<file path="config.mk">
export PLATFORM = sky130hd
export DESIGN_NAME = mod_counter_cascade
export DESIGN_NICKNAME = d
export VERILOG_FILES = /design/src/rtl/mod_counter_cascade.sv
export SDC_FILE = /design/constraint.sdc
export NUM_CORES = 1
export LEC_CHECK = 0
export ABC_CLOCK_PERIOD_IN_PS = 2620
export CORE_ASPECT_RATIO = 1.4
export CORE_MARGIN = 4
export CORE_UTILIZATION = 40
export DETAILED_ROUTE_END_ITERATION = 10
export PLACE_DENSITY = 0.7
export SKIP_LAST_GASP = 1
export SLEW_MARGIN = 20
export SYNTH_ARGS = -nofsm -noshare
export SYNTH_HDL_FRONTEND = slang
export SYNTH_SLANG_ARGS = --single-unit
</file>
<file path="constraint.sdc">
create_clock -name clk -period 2.62 [get_ports clk]
set_input_delay 0.393 -clock clk [delete_from_list [all_inputs] [get_ports clk]]
set_output_delay 0.393 -clock clk [all_outputs]
set_load 0.01 [all_outputs]
</file>
<file path="src/rtl/mod_counter_cascade.sv">
// Multi-digit modulo-MODULUS up/down counter with synchronous clear/load,
// saturate option and cascade in/out for chaining instances into wider counters.
module mod_counter_cascade #(
  parameter int DIGITS   = 2,
  parameter int DW       = 4,
  parameter int MODULUS  = 10,
  parameter int SATURATE = 0
) (
  input  logic                 clk,
  input  logic                 rst,
  input  logic                 en,
  input  logic                 cin,
  input  logic                 up,
  input  logic                 clr,
  input  logic                 load,
  input  logic [DIGITS*DW-1:0] load_val,
  output logic [DIGITS*DW-1:0] count,
  output logic                 tc,
  output logic                 co
);

  localparam int W = DIGITS * DW;
  // One extra bit so MODULUS == 2**DW compares correctly.
  localparam logic [DW:0] LAST = (DW+1)'(MODULUS - 1);
  localparam logic [DW:0] MODV = (DW+1)'(MODULUS);

  logic [W-1:0]      count_p0;
  logic [W-1:0]      count_nxt;
  logic [DIGITS-1:0] term;
  logic [DIGITS-1:0] ripple;
  logic              adv;
  logic              hold;

  function automatic logic [DW-1:0] step_digit(input logic [DW-1:0] d, input logic dir);
    logic [DW:0] ext;
    logic [DW:0] res;
    ext = {1'b0, d};
    if (dir) res = (ext == LAST) ? '0 : ext + (DW+1)'(1);
    else     res = (ext == '0) ? LAST : ext - (DW+1)'(1);
    return DW'(res);
  endfunction

  function automatic logic [DW-1:0] clamp_digit(input logic [DW-1:0] d);
    return ({1'b0, d} >= MODV) ? '0 : d;
  endfunction

  assign adv  = en & cin;
  assign co   = tc & adv;
  assign hold = (SATURATE != 0) && tc;

  // ripple[i]: every lower digit is at its terminal value for this direction
  always_comb begin
    logic acc;
    acc    = 1'b1;
    term   = '0;
    ripple = '0;
    for (int i = 0; i < DIGITS; i++) begin
      ripple[i] = acc;
      if (up) term[i] = ({1'b0, count_p0[i*DW +: DW]} == LAST);
      else    term[i] = (count_p0[i*DW +: DW] == '0);
      acc = acc & term[i];
    end
    tc = acc;
  end

  always_comb begin
    count_nxt = count_p0;
    for (int i = 0; i < DIGITS; i++) begin
      if (clr)
        count_nxt[i*DW +: DW] = '0;
      else if (load)
        count_nxt[i*DW +: DW] = clamp_digit(load_val[i*DW +: DW]);
      else if (adv && !hold && ripple[i])
        count_nxt[i*DW +: DW] = step_digit(count_p0[i*DW +: DW], up);
    end
  end

  // Stage p0: counter state register
  always_ff @(posedge clk or negedge rst) begin
    if (!rst) count_p0 <= '0;
    else      count_p0 <= count_nxt;
  end

  assign count = count_p0;

endmodule

</file>
Word-level counts from Yosys, hierarchy flattened
Cells that the tools add are included.
{"block": "op_classes", "magnitude_cmp": 2, "n_bitwise": 3, "n_addsub": 4, "n_mux": 16, "reduce_logical": 5, "eq_ne": 2}
{"operator": "$mux 4", "n": 14}
{"operator": "$add 4x1->4 const B", "n": 2}
{"operator": "$eq 4x4->1 const B", "n": 2}
{"operator": "$ge 4x4->1 const B", "n": 2}
{"operator": "$logic_not 4->1", "n": 2}
{"operator": "$sub 4x1->4 const B", "n": 2}
{"operator": "$reduce_bool 3->1", "n": 2}
{"operator": "$and 1x1->1", "n": 3}
{"operator": "$mux 1", "n": 2}
{"operator": "$logic_and 1x1->1", "n": 1}
{"block": "word_totals", "out_inout_bits": 10, "regBits": 8, "inputBits": 15}

Depth between registers and ports, before layout
Gate-level depths: netlist (run 1).
{"block": "logic_depth", "ltp_word": 6, "mapped_depth": 6, "mapped_depth_nobuf": 6}

Least setup slack after synthesis (run 1)
OpenSTA, ideal clock, no wires.
{"block": "synth_path", "path_type": "reg-to-output", "from": "reg count_p0[0], in the netlist count[0]", "to": "out co", "stages_incl_launch_ff": 7, "required_time_ps": 2227, "slack_ps": 311, "n_path_buf": 0, "arrival_time_ps": 1916, "path_cell_list": "dfrtp_1 > inv_1 > ha_1 > or3b_4 > a21oi_1 > nor4b_2 > and3_1"}
{"block": "synth_between", "elab_chain_cells": 4, "word_cells_on_any_way": 5}
{"item": "start, declared", "line_no": "27", "rtl": "logic [W-1:0] count_p0;"}
{"item": "start signal, assigned", "line_no": "81", "rtl": "else count_p0 <= count_nxt;"}
{"item": "$eq 4x4->1 / $logic_not 4->1 (equally long branches)", "line_no": "59, 60"}
{"item": "$mux 1 (*)", "line_no": "59", "rtl": "if (up) term[i] = ({1'b0, count_p0[i*DW +: DW]} == LAST);"}
{"item": "$and 1x1->1 (*)", "line_no": "61", "rtl": "acc = acc & term[i];"}
{"item": "via tc", "line_no": "18", "rtl": "output logic tc,"}
{"item": "$and 1x1->1 (*)", "line_no": "48", "rtl": "assign co = tc & adv;"}
{"item": "end, declared", "line_no": "19", "rtl": "output logic co"}
The timed path passes the listed nets; every way through them passes the cells marked *.

Worst setup path after layout (run 1)
{"block": "layout_path", "from": "reg count_p0[1], in the netlist count[1]", "to": "out co"}
{"block": "layout_between", "elab_chain_cells": 4, "word_cells_on_any_way": 5}
{"item": "$eq 4x4->1 / $logic_not 4->1 (equally long branches)", "line_no": "59, 60"}
{"item": "$mux 1 (*)", "line_no": "59"}
{"item": "$and 1x1->1 (*)", "line_no": "61"}
{"item": "$and 1x1->1 (*)", "line_no": "48"}
Mark *: on every way between the ends. The rest lies on a longest branch, timed or not.

==> metrics.md, run 1 <==
| Metric | Value |
|---|---|
| Outcome | `complete, no violations` |
| Top_reg_cell synth | `dfrtp_1` |
| Worst IR drop on VDD | `271.5 uV` |
| Compound-Gate Fraction of Synth Area | `0.3209` |
| #FFs+latches synth | `8` |
| Worst Tran Pin Value | `0.4564 ns` |
| # fillers | `187` |
| # DRC | `0` |
| Endpoints failing setup | `0` |
| FF/Latch Area | `200.2 sq um` |
| Maximum fanout along the worst path | `4` |
| Mean area per synthesized cell | `8.525 sq um` |
| Post-Synth XOR/XNOR Area | `0.03022` |
| Hold crit path type | `in2async` |
| Crit path max-delay family | `simple AND/OR/NAND/NOR gates` |
| Clock Path Buffers | `2` |
| Max FFs per register | `8` |
| Row cnt | `19` |
| Clock-pin slew on the worst setup and hold paths | `0.06 ns` |
| FF-to-FF Start | `count[1]` |
| Remaining global-route overflow | `0` |
| Wirelength per Cell | `16.17 microns` |
| Crit path capture type | `primary output` |
| Clock Latency Late Sink | `0.25 ns` |
| Inst Count DP | `152` |
| Min cycle time layout | `2.469 ns` |
| Post-route ant nets | `0` |
| Synth async-reset ratio | `1.000` |
| Clock skew | `0.005545 ns` |
| R2R setup slack | `0.62 ns` |
| Yosys top cell by area | `dfrtp_1` |
| DRT Pass-1 Iters | `4` |
| Clock sink total | `8` |
| Critical Path RT | `2.23 ns` |
| Synth top area cells | `dfrtp_1, ha_1, a21oi_1` |
| Buf+Inv Stages, Crit Path | `2` |
| Layout cells sized above 1 | `0.2239` |
| Lkg Pwr | `0.5063 nW` |
| Post-synth EDFFs | `0` |
| IO Pins | `25` |
| R2R Path End | `count[6]` |
| Largest family of logic cells by synthesized area | `compound AO/OA/AOI/OAI gates` |
| Mux cell area share after synthesis | `0.02590` |
| Length in cells of the worst reg-to-reg path | `7` |
| Die H | `63.17 microns` |
| Vias in the first global route | `929` |
| Max-cap viol count | `0` |
| Gr usage total | `0.1730` |
| H-tree Lvls | `1` |
| CTS buffer count | `3` |
| Tcrit/Tclk final | `0.9424` |
| Fin cells | `155` |
| Synth Warn # | `0` |
| Pin count of the biggest net entering global routing | `15` |
| Synth top cells by count | `a21oi_1, dfrtp_1, o21ai_0` |
| Root buf cell | `clkbuf_4` |
| Sequential area share after synthesis | `0.2302` |
| First-pass GRT wire length | `3967 microns` |
| Fraction of the mapped netlist area in simple logic gates | `0.2633` |
| Slew HR | `0.6948` |
| Hold buffer count at cts | `0` |
| Final hold viol count | `0` |
| Post-Syn Instances | `102` |
| Nets | `155` |
| Post-synth top area share | `0.2302` |
| Worst Setup Path Type | `reg2out` |
| CP Launch Type | `register` |
| Synth-to-layout area growth | `42.88%` |
| Via count | `951` |
| PD cells | `345.5 nW/um^2` |
| Starting Density | `0.4303` |
| Setup TNS Final | `0 ns` |
| Fmax | `405.0 MHz` |
| Hpwl dp | `1970 microns` |
| WP data arrival | `2.08 ns` |
| Crit path to | `co` |
| Setup bufs post-CTS | `0` |
| Core Region | `2021 sq um` |
| CTS tree | `yes` |
| Final-report max-slew violation count | `0` |
| CP max stage cell | `dfrtp_1` |
| Ant. Diodes | `0` |
| # resized after CTS | `8` |
| Post-Route WL | `2507 microns` |
| Area of the mapped netlist | `869.6 sq um` |
| Most numerous cell in the Yosys netlist | `a21oi_1` |
| Unrepaired setup endpoints after global routing | `false` |
| Crit path cell chain | `inv_2 -> ha_4 -> or3b_4 -> a21oi_2 -> nor4b_4 -> and3_1 -> dlygate4sd2_1` |
| Vias per std cell | `6.135` |
| Antenna violations before repair | `0` |
| CP Depth | `7` |
| Cell variety after synth | `51` |
| Crit-path max cell delay | `0.39 ns` |
| Footprint of the multi-input gates | `631.9 sq um` |
| First DRT Iteration DRCs | `11` |
| GPL Wtd Cong | `0.9123` |
| Die Width | `47.41 microns` |
| Buffers on Ports | `24` |
| Critical Path Source | `count[1]` |
| Adder-cell share of the synthesized area | `0.05755` |
| Die area | `2994 sq um` |
| Mapped Nets | `121` |
stage by stage:
step	instance area (sq um)	power [mW]	hold WS (ns)	setup WS [ns]	utilization
2_1_floorplan	869.6	0.2457	0.09741	0.3111	-
3_3_place_gp	1197	0.3273	0.6757	-0.09086	0.5926
3_5_place_dp	1197	0.3325	0.6894	-0.1456	0.5926
4_1_cts	1242	0.4331	0.4315	0.1482	0.6149
5_1_grt	1242	0.4557	0.4449	0.04674	0.6149
6_report	1242	0.4293	0.4288	0.1509	0.6149
metal layers:
| layer | vias to the layer above | track usage | share of wire |
|---|---|---|---|
| li1 | 456 | - | - |
| met5 | - | 0 | 0 |
| met3 | 4 | 0.01709 | 0.039 |
| met4 | 0 | 0.04152 | 0.012 |
| met2 | 21 | 0.3104 | 0.56 |
| met1 | 470 | 0.2056 | 0.39 |
cell usage in the layout, fill, tap and decap left out, drive strengths merged, types with 2 or more instances in the layout:
cell type      synthesis  final
and2                   2      2
ha                     4      4
dlygate4sd2            0      2
nand3b                 2      2
nand2b                 3      3
nor4b                  2      2
xnor2                  3      3
nand3                  3      3
o21ai                  7      7
mux2                   2      2
a221o                  2      2
nand2                  3      3
inv                    5      5
dfrtp                  8      8
clkbuf                 6      3
buf                    3     14
nor2b                  3      3
a211oi                 3      3
or3b                   2      2
clkdlybuf4s50          0     22
or4                    2      2
a21oi                  9      9
nor2                   2      2
nor3                   3      3
where the power goes:
group          switching, mW  internal [mW]
registers             0.0169          0.133
clock network         0.0403         0.0523
logic                 0.0839          0.103
total                  0.141          0.288
cells by family (layout without fill, tap and decap cells):
logic type,after synthesis,in the layout
compound gates,37,37
simple gates,34,34
buf+inv,14,46
flops,8,8
fa+ha+maj,4,4
xor+xnor,3,3
mux,2,2
worst min path at each step:
stage,start,endpoint,cells after the start
4_1_cts,rst,count[0],1
3_5_place_dp,count[3],count[3],3
6_report,rst,count[0],1
5_1_grt,rst,count[2],1
2_1_floorplan,rst,count[0],0
3_3_place_gp,count[7],count[7],2
worst register-to-register path: cells and delay by family, from the launching register on:
family,cells,cell delay [ns]
buffers and inverters,2,0.23
AOI/OAI and AO/OA,2,0.63
and+or+nand+nor,2,0.48
adders and majority gates,1,0.15
DFF,1,0.39
area by class of cell:
class	count	area share
sequential	8	0.1611
inverter	5	0.01511
tap	21	0.02115
clock buffer	3	0.01813
multi-input combinational	80	0.5086
timing repair buffer	38	0.2759
Note: power is estimated with default switching activity, not from simulation.
==> run 2: changes to the inputs <==
--- a/config.mk
+++ b/config.mk
@@ -5,7 +5,7 @@
 export SDC_FILE = /design/constraint.sdc
 export NUM_CORES = 1
 export LEC_CHECK = 0
-export ABC_CLOCK_PERIOD_IN_PS = 2620
+export ABC_CLOCK_PERIOD_IN_PS = 2840
 export CORE_ASPECT_RATIO = 1.4
 export CORE_MARGIN = 4
 export CORE_UTILIZATION = 40
==> constraint.sdc (replaced) <==
create_clock -name clk -period 2.84 [get_ports clk]
set_input_delay 0.426 -clock clk [delete_from_list [all_inputs] [get_ports clk]]
set_output_delay 0.426 -clock clk [all_outputs]
set_load 0.01 [all_outputs]
==> run 2 against run 1 <==
  * Power decreased by 7.3%
  * Sequential power is 3% lower
  * Global-route usage grew 0.50 points
  * Critical endpoint is now tc
  * Largest cell class unchanged
==> metrics.md, run 2 (synthesis results as in run 1) <==
| Metric | Value |
|---|---|
| Outcome | `complete, no violations` |
| Final hold viol count | `0 (unchanged)` |
| Slew HR | `0.6620 (-0.03279)` |
| Maximum fanout along the worst path | `4 (unchanged)` |
| Die area | `2994 sq um (unchanged)` |
| Most common cell after layout, fill and taps aside | `clkdlybuf4s50_1` |
| Lkg Pwr | `0.4962 nW (-2.0%)` |
| Clock skew | `0.01046 ns (+0.004916 ns)` |
| Root buf cell | `clkbuf_4` |
| Vias in the first global route | `874 (-5.9%)` |
| Layout cells sized above 1 | `0.2000 (-0.02388)` |
| Crit path cell chain | `inv_2 -> ha_4 -> or3b_4 -> a21oi_2 -> nor4b_4 -> buf_4 -> clkdlybuf4s50_1` |
| Crit-path max cell delay | `0.52 ns (+0.13 ns)` |
| Endpoints failing setup | `0 (unchanged)` |
| CTS tree | `yes` |
| Crit path capture type | `primary output` |
| Final worst slack | `0.06565 ns (-0.08526 ns)` |
| Antenna violations before repair | `0 (unchanged)` |
| IO Pins | `25 (unchanged)` |
| First DRT Iteration DRCs | `19 (+8)` |
| CP Depth | `7 (unchanged)` |
| First-pass GRT wire length | `3960 microns (-0.18%)` |
| Pin count of the biggest net entering global routing | `15 (unchanged)` |
| R2R Path End | `count[6]` |
| Fmax | `360.4 MHz` |
| Core Region | `2021 sq um (unchanged)` |
| Synth-to-layout area growth | `40.00%` |
| Hold crit path type | `in2async` |
| Clock Latency Late Sink | `0.27 ns (+0.02 ns)` |
| FF-to-FF Start | `count[1]` |
| H-tree Lvls | `1 (unchanged)` |
| Hpwl dp | `1801 microns (-8.6%)` |
| DRT Pass-1 Iters | `4 (unchanged)` |
| Buffers on Ports | `24 (unchanged)` |
| Die H | `63.17 microns (unchanged)` |
| Max-cap viol count | `0 (unchanged)` |
| WP data arrival | `2.35 ns (+0.27 ns)` |
| Worst Tran Pin Value | `0.5054 ns (+0.04903 ns)` |
| Gr usage total | `0.1781 (+0.005044)` |
| CP max stage cell | `clkdlybuf4s50_1` |
| Length in cells of the worst reg-to-reg path | `7 (unchanged)` |
| Min cycle time layout | `2.774 ns` |
| Wirelength per Cell | `16.59 microns (+2.6%)` |
| Die Width | `47.41 microns (unchanged)` |
| Starting Density | `0.4303 (unchanged)` |
| CTS buffer count | `3 (unchanged)` |
| Worst Setup Path Type | `reg2out` |
| Critical Path RT | `2.41 ns (+0.18 ns)` |
| Ant. Diodes | `0 (unchanged)` |
| Clock-pin slew on the worst setup and hold paths | `0.06 ns (about the same)` |
| Final-report max-slew violation count | `0 (unchanged)` |
| Via count | `948 (-0.32%)` |
| PD cells | `326.9 nW/um^2 (-5.4%)` |
| Worst IR drop on VDD | `207.3 uV (-24%)` |
| Buf+Inv Stages, Crit Path | `3 (+1)` |
| Setup TNS Final | `0 ns (unchanged)` |
| Pre-CTS WS | `0.04540 ns (+0.1910 ns)` |
| Nets | `151 (-2.6%)` |
| Clock sink total | `8 (unchanged)` |
| Most frequent cells in the layout | `clkdlybuf4s50_1, buf_4, a21oi_1, dfrtp_1, o21ai_0` |
| CP Launch Type | `register` |
| Total Power | `0.3980 mW (-7.3%)` |
| R2R setup slack | `0.79 ns (+0.17 ns)` |
| Tcrit/Tclk final | `0.9769` |
| Hold buffer count at cts | `0 (unchanged)` |
| Crit path max-delay family | `buffers and inverters` |
| Row cnt | `19 (unchanged)` |
| # DRC | `0 (unchanged)` |
| Remaining global-route overflow | `0 (unchanged)` |
| Max FFs per register | `8 (unchanged)` |
| Post-Route WL | `2505 microns (about the same)` |
| Vias per std cell | `6.278 (+2.3%)` |
| Critical Path Source | `count[1]` |
| Post-route ant nets | `0 (unchanged)` |
| Clock Path Buffers | `2 (unchanged)` |
| Crit path to | `tc` |
| GPL Wtd Cong | `0.8978 (-1.6%)` |
-- run 2: worst min path at each step --
stage	startpoint	end	slack (ns)	cells past startpoint
after floorplan	rst	count[0]	0.13	0
after global placement	count[3]	count[3]	0.68	3
after detailed placement	count[7]	count[7]	0.69	1
after CTS	rst	count[3]	0.46	1
after global routing	rst	count[4]	0.48	1
final	rst	count[4]	0.45	1
-- run 2: layout make-up --
class	count	area, sq um
clock buffer	3	22.52
timing repair buffer	34	317.8
tap	21	26.28
sequential	8	200.2
fill	182	803.3
inverter	5	18.77
multi-input combinational	80	631.9
-- run 2: metal layers --
layer / GRT usage / part of all wire
met5: 0 / 0
met4: 0.05190 / 0.016
met3: 0.02564 / 0.047
met2: 0.3054 / 0.53
met1: 0.2168 / 0.41
-- run 2: power by group --
group          internal [mW]  switching, mW
clock                 0.0488         0.0447
sequential             0.123         0.0230
combinational         0.0898         0.0691
-- run 2: timing repair --
item                                    in CTS  in global routing
setup buffers                                1                  1
endpoints found under the setup margin       1                  2
gates resized for setup                      4                  3
gates cloned                                 0                  0
-- run 2: worst reg2reg max path, delay by kind of cell (launching register included) --
kind | cells | cell delay (ns)
AO/OA/AOI/OAI | 2 | 0.67
AND/OR/NAND/NOR | 2 | 0.49
adder cells (fa/ha/maj) | 1 | 0.15
buffers and inverters | 2 | 0.25
flip-flops | 1 | 0.38
-- run 2: per-stage QoR --
stage | util | area, sq um | hold slack [ns] | instances
floorplan | - | 869.6 | 0.1304 | 102
global placement | 0.5703 | 1152 | 0.6841 | 146
detailed placement | 0.5703 | 1152 | 0.6856 | 146
CTS | 0.5913 | 1195 | 0.4613 | 150
global route | 0.6025 | 1217 | 0.4833 | 151
finish | 0.6025 | 1217 | 0.4462 | 151
==> run 3: changes to the inputs <==
--- a/config.mk
+++ b/config.mk
@@ -6,11 +6,10 @@
 export NUM_CORES = 1
 export LEC_CHECK = 0
 export ABC_CLOCK_PERIOD_IN_PS = 2840
-export CORE_ASPECT_RATIO = 1.4
 export CORE_MARGIN = 4
-export CORE_UTILIZATION = 40
+export CORE_UTILIZATION = 50
 export DETAILED_ROUTE_END_ITERATION = 10
-export PLACE_DENSITY = 0.7
+export PLACE_DENSITY = 0.84
 export SKIP_LAST_GASP = 1
 export SLEW_MARGIN = 20
 export SYNTH_ARGS = -nofsm -noshare
==> run 3 against run 2 <==
  * Sequential power barely moved
  * Register-to-register slack got worse by 0.03 ns
  * Clock-buffer cell count did not move
  * Global-route usage rose by 0.35 points
  * Hold slack improved by 0.0074 ns
  * Utilization rose by 13 points
  * Critical path depth did not move
  * Wire length fell by 13%
  * Sequential cell count did not move
  * Non-clock buffer count fell by 4
  * Largest power group unchanged
==> metrics.md, run 3 (synthesis results as in run 1) <==
| Metric | Value |
|---|---|
| Outcome | `complete, no violations` |
| Pre-CTS WS | `0.03292 ns (-0.01249 ns)` |
| Min cycle time layout | `2.606 ns (-0.1686 ns)` |
| Footprint of the multi-input gates | `609.3 sq um (-3.6%)` |
| Die area | `2471 sq um (-17%)` |
| CP Launch Type | `register` |
| Final-report max-slew violation count | `0 (unchanged)` |
| Worst Tran Pin Value | `0.5021 ns (-0.003291 ns)` |
| Post-Route WL | `2183 microns (-13%)` |
| WP data arrival | `2.18 ns (-0.17 ns)` |
| Slew HR | `0.6642 (+0.002201)` |
| Starting Density | `0.5516 (+0.1212)` |
| Vias per std cell | `6.169 (-1.7%)` |
| First DRT Iteration DRCs | `21 (+2)` |
| Die H | `49.71 microns (-21%)` |
| Clock-pin slew on the worst setup and hold paths | `0.05 ns (about the same)` |
| Final hold viol count | `0 (unchanged)` |
| CTS buffer count | `3 (unchanged)` |
| Worst IR drop on VDD | `219.6 uV (+5.9%)` |
| Die Width | `49.71 microns (+4.9%)` |
| Core Region | `1577 sq um (-22%)` |
| # fillers | `134 (-26%)` |
| Unrepaired setup endpoints after global routing | `false` |
| Pin count of the biggest net entering global routing | `15 (unchanged)` |
| Most frequent cells in the layout | `clkdlybuf4s50_1, a21oi_1, dfrtp_1` |
| Ant. Diodes | `0 (unchanged)` |
| Endpoints failing setup | `0 (unchanged)` |
| # DRC | `0 (unchanged)` |
| R2R Path End | `count[6]` |
| Root buf cell | `clkbuf_4` |
| Gr usage total | `0.1816 (+0.003499)` |
| Layout cells sized above 1 | `0.1587 (-0.04127)` |
| Tcrit/Tclk final | `0.9175 (-0.05935)` |
| R2R setup slack | `0.76 ns (-0.03 ns)` |
| Clock Latency Late Sink | `0.25 ns (-0.02 ns)` |
| Maximum fanout along the worst path | `4 (unchanged)` |
| Hold buffer count at cts | `0 (unchanged)` |
| Row cnt | `14 (-5)` |
| Layout Utilization | `0.7341 (+0.1316)` |
| Clock Path Buffers | `2 (unchanged)` |
| DRT Pass-1 Iters | `4 (unchanged)` |
| Post-route ant nets | `0 (unchanged)` |
| Hpwl dp | `1665 microns (-7.5%)` |
| Most common cell after layout, fill and taps aside | `clkdlybuf4s50_1` |
| Inst Count DP | `139 (-4.8%)` |
| Fmax | `383.8 MHz (+6.5%)` |
| Nets | `147 (-2.6%)` |
| CTS tree | `yes` |
| Vias in the first global route | `821 (-6.1%)` |
| Length in cells of the worst reg-to-reg path | `7 (unchanged)` |
| Fin cells | `142 (-6.0%)` |
| Wirelength per Cell | `15.37 microns (-7.3%)` |
| Clock sink total | `8 (unchanged)` |
| Critical Path Source | `count[0]` |
| H-tree Lvls | `1 (unchanged)` |
| Final worst slack | `0.2342 ns (+0.1686 ns)` |
| Buffers on Ports | `24 (unchanged)` |
| Hold crit path type | `in2async` |
| Worst Setup Path Type | `reg2out` |
| First-pass GRT wire length | `3608 microns (-8.9%)` |
| Lkg Pwr | `0.4752 nW (-4.2%)` |
| Synth-to-layout area growth | `33.09%` |
| Setup bufs post-CTS | `0 (-1)` |
| Clock skew | `0.003119 ns (-0.007343 ns)` |
| Remaining global-route overflow | `0 (unchanged)` |
| PD cells | `324.6 nW/um^2 (-0.73%)` |
| Via count | `876 (-7.6%)` |
| Critical Path RT | `2.41 ns (about the same)` |
| Crit path capture type | `primary output` |
| Antenna violations before repair | `0 (unchanged)` |
| Max-cap viol count | `0 (unchanged)` |
| IO Pins | `25 (unchanged)` |
| Setup TNS Final | `0 ns (unchanged)` |
| GPL Wtd Cong | `0.8768 (-2.3%)` |
| FF/Latch Area | `200.2 sq um (unchanged)` |
| FF-to-FF Start | `count[0]` |
| Hold_ws | `0.4536 ns (+0.007416 ns)` |
| Max FFs per register | `8 (unchanged)` |
-- run 3: how the worst max path moves through the flow --
stage,end,depth (start not counted)
6_report,co,7
5_1_grt,co,7
4_1_cts,tc,6
3_5_place_dp,co,6
3_3_place_gp,co,6
2_1_floorplan,co,6
-- run 3: cell type report --
cell class                 instances  share of cell area
multi-input combinational         80              0.5265
timing repair buffer              30              0.2476
tap                               16             0.01730
inverter                           5             0.01622
clock buffer                       3             0.01946
sequential                         8              0.1730
-- run 3: metrics by stage --
step	power (mW)	area [sq um]
floorplan	0.2266	869.6
global placement	0.2893	1131
detailed placement	0.2922	1131
CTS	0.3788	1155
global route	0.4021	1157
finish	0.3756	1157
-- run 3: what timing repair did --
item,in CTS,in global routing
resized for setup,3,1
pin swaps,0,0
setup endpoints to repair,1,1
-- run 3: power by group --
part	internal (mW)	switching [mW]
Combinational	0.0838	0.0636
Sequential	0.123	0.0217
Clock	0.0481	0.0355
Total	0.255	0.121
-- run 3: routing by layer --
layer  track usage  wire, microns  vias to the layer above
met5             0              0                        -
met3       0.03012            165                        0
met4       0.05991              0                        0
met1        0.2662           1069                      403
met2        0.2665            948                       35
li1              -              -                      438
-- run 3: worst max-delay path, cell delays in order, from the launching register on --
cell and delay [ns]:
dfrtp_1 0.38, inv_1 0.11, ha_2 0.21, or3b_4 0.39, a21oi_1 0.18, nor4b_2 0.23, and3_1 0.18, dlygate4sd2_1 0.26
==> RTL edit (flow settings as in run 1) <==
Register the inputs `en`, `cin`, `up`, `clr`, `load` and `load_val` before use, cleared by the reset. The logic sees them one clock later.
--- a/src/rtl/mod_counter_cascade.sv
+++ b/src/rtl/mod_counter_cascade.sv
@@ -24,6 +24,31 @@
   localparam logic [DW:0] LAST = (DW+1)'(MODULUS - 1);
   localparam logic [DW:0] MODV = (DW+1)'(MODULUS);
 
+  logic en_q;
+  logic cin_q;
+  logic up_q;
+  logic clr_q;
+  logic load_q;
+  logic [DIGITS*DW-1:0] load_val_q;
+
+  always_ff @(posedge clk or negedge rst) begin
+    if (!rst) begin
+      en_q       <= '0;
+      cin_q      <= '0;
+      up_q       <= '0;
+      clr_q      <= '0;
+      load_q     <= '0;
+      load_val_q <= '0;
+    end else begin
+      en_q       <= en;
+      cin_q      <= cin;
+      up_q       <= up;
+      clr_q      <= clr;
+      load_q     <= load;
+      load_val_q <= load_val;
+    end
+  end
+
   logic [W-1:0]      count_p0;
   logic [W-1:0]      count_nxt;
   logic [DIGITS-1:0] term;
@@ -44,7 +69,7 @@
     return ({1'b0, d} >= MODV) ? '0 : d;
   endfunction
 
-  assign adv  = en & cin;
+  assign adv  = en_q & cin_q;
   assign co   = tc & adv;
   assign hold = (SATURATE != 0) && tc;
 
@@ -56,7 +81,7 @@
     ripple = '0;
     for (int i = 0; i < DIGITS; i++) begin
       ripple[i] = acc;
-      if (up) term[i] = ({1'b0, count_p0[i*DW +: DW]} == LAST);
+      if (up_q) term[i] = ({1'b0, count_p0[i*DW +: DW]} == LAST);
       else    term[i] = (count_p0[i*DW +: DW] == '0);
       acc = acc & term[i];
     end
@@ -66,12 +91,12 @@
   always_comb begin
     count_nxt = count_p0;
     for (int i = 0; i < DIGITS; i++) begin
-      if (clr)
+      if (clr_q)
         count_nxt[i*DW +: DW] = '0;
-      else if (load)
-        count_nxt[i*DW +: DW] = clamp_digit(load_val[i*DW +: DW]);
+      else if (load_q)
+        count_nxt[i*DW +: DW] = clamp_digit(load_val_q[i*DW +: DW]);
       else if (adv && !hold && ripple[i])
-        count_nxt[i*DW +: DW] = step_digit(count_p0[i*DW +: DW], up);
+        count_nxt[i*DW +: DW] = step_digit(count_p0[i*DW +: DW], up_q);
     end
   end
 
Check against the original RTL: not equivalent (a bounded check fails within 4 cycles, from zero or initial values and one cycle with rst low).
==> RTL edit against run 1 <==
Wire length decreased by 5.1%. Clock skew about the same. Largest cell class unchanged. Combinational power decreased by 27%. Design area increased by 20%. Sequential share of layout area increased by 19 points. Clock power increased by 120%. Worst hold slack improved by 39 ps. Setup slack got worse by 53 ps. Sequential cell count increased by 13. Area after synthesis increased by 35%. Utilization decreased by 9.1 points. Total power increased by 65%. Cell count increased by 18%.
==> RTL edit: results (changes against run 1) <==
* Gr usage total at 13.8% (was 17.3%)
* DR pass1 iterations at 4 (unchanged)
* Largest net degree at the start of global routing at 22 (was 15)
* Tapcells at 37 (was 21)
* PortBufs at 24 (unchanged)
* Power Sequential at 368 µW (was 150 µW)
* Clk buf depth at 2 (unchanged)
* Place WS at 292 ps (was -146 ps)
* Reg-to-reg critical path startpoint: up_q (was count[1])
* Fin crit share at 96.3% (was 94.2%)
* Fillers at 249 (was 187)
* Share of layout cells above drive strength 1 at 13.7% (was 22.4%)
* Switching portion of total power at 25.6% (was 32.9%)
* Hpwl dp at 1.69 mm (was 1.97 mm)
* Iter 0 DRT Violations at 36 (was 11)
* Later-pin clock latency in the skew report at between 200 and 300 ps
* Inverters at 4 (was 5)
* Htree depth at 1 (unchanged)
* Post-synthesis register bit count at 21 (was 8)
* Worst Path Arrival at 2130 ps (was 2080 ps)
* Setup slack, reg-to-reg at 700 ps (was 620 ps)
* Non-filler instance count after layout at 183 (was 155)
* Storage element area at 527 µm² (was 200 µm²)
* Syn nets at 137 (was 121)
* Layout Skew at 5.30 ps (was 5.55 ps)
* Routed wire per std cell at 13.0 µm (was 16.2 µm)
* Synth Instances at 122 (was 102)
* Post-synth cell types at 46 (was 51)
* Via count at 1007 (was 951)
* Internal power at 527 µW (was 288 µW)
* Hold WS at 468 ps (was 429 ps)
* Sequential area share after synthesis at 44.7% (was 23.0%)
* Nets at 162 (was 155)
* Max VDD drop at 0.000335 V (was 0.000271 V)
* # resized after CTS at 0 (was 8)
* Diode count at 0 (unchanged)
* Vias in the first global route at 956 (was 929)
* Placer Congestion at 0.805 (was 0.912)
* Synth async-reset ratio at 100% (unchanged)
* Nonclk buf count at 31 (was 38)
* Clk pwr at 203 µW (was 92.6 µW)
* Slew @ Worst Pin at 465 ps (was 456 ps)
* Static leakage at 0.590 nW (was 0.506 nW)
* Sequential cell area share at 35.3% (was 16.1%)
* Synth area leaders: dfrtp_1, o21ai_0, a21oi_1, nand2_1, a2111oi_4 (was dfrtp_1, ha_1, a21oi_1, o21ai_0, xnor2_1)
* Multi-input combinational area share at 38.0% (was 50.9%)
* Layout clock area frac at 3.02% (was 1.81%)
* Crit path max fanout at 8 (was 4)
* Run status: finished clean (unchanged)
* Critical Path Source Type: flop (unchanged)
* Placed inst area at 1430 µm² (was 1200 µm²)
* Multi-input gate count at 86 (was 80)
* Synth warnings at 0 (unchanged)
* Non-clock buffering overhead at 19.6% (was 27.6%)
* CTS Root Cell: clkbuf_8 (was clkbuf_4)
* Top post-synthesis cells by count: dfrtp_1, o21ai_0, a21oi_1 (was a21oi_1, dfrtp_1, o21ai_0)
* Global-route wire length before repair at 4.02 mm (was 3.97 mm)
* Reg2Reg Depth at 4 (was 7)
* Clk_buf instances at 4 (was 3)
* Reg clk slew, reported paths at 70 ps
[RTL edit: cell count changes after synthesis, sizes merged, moves of 3 or more]
cell,before,now
dfrtp,8,21
nand2,3,8
nor2,2,7
o21ai,7,12
ha,4,0
clkbuf,6,9
[RTL edit: kinds of logic after synthesis]
kind of cell,share of synthesized area [%]
DFF,44.7
and+or+nand+nor,20.8
buffers and inverters,7.14
AOI/OAI and AO/OA,24.3
muxes,0.852
xor gates and xnor gates,2.24
[RTL edit: routing by layer]
layer,routed length (µm),track usage [%],up-vias,share of wire (%)
met5,0,0,-,0
met4,42,7.10,0,1.8
met1,965,15.6,484,41
met2,1260,23.5,26,53
li1,-,-,492,-
met3,112,3.08,5,4.7
[RTL edit: worst max-delay path, cell delays in order (launching register included)]
cell             delay (ps)
dfrtp_2                 450
or3_4                   370
a2111o_1                430
nor2_1                   90
clkdlybuf4s50_1         530
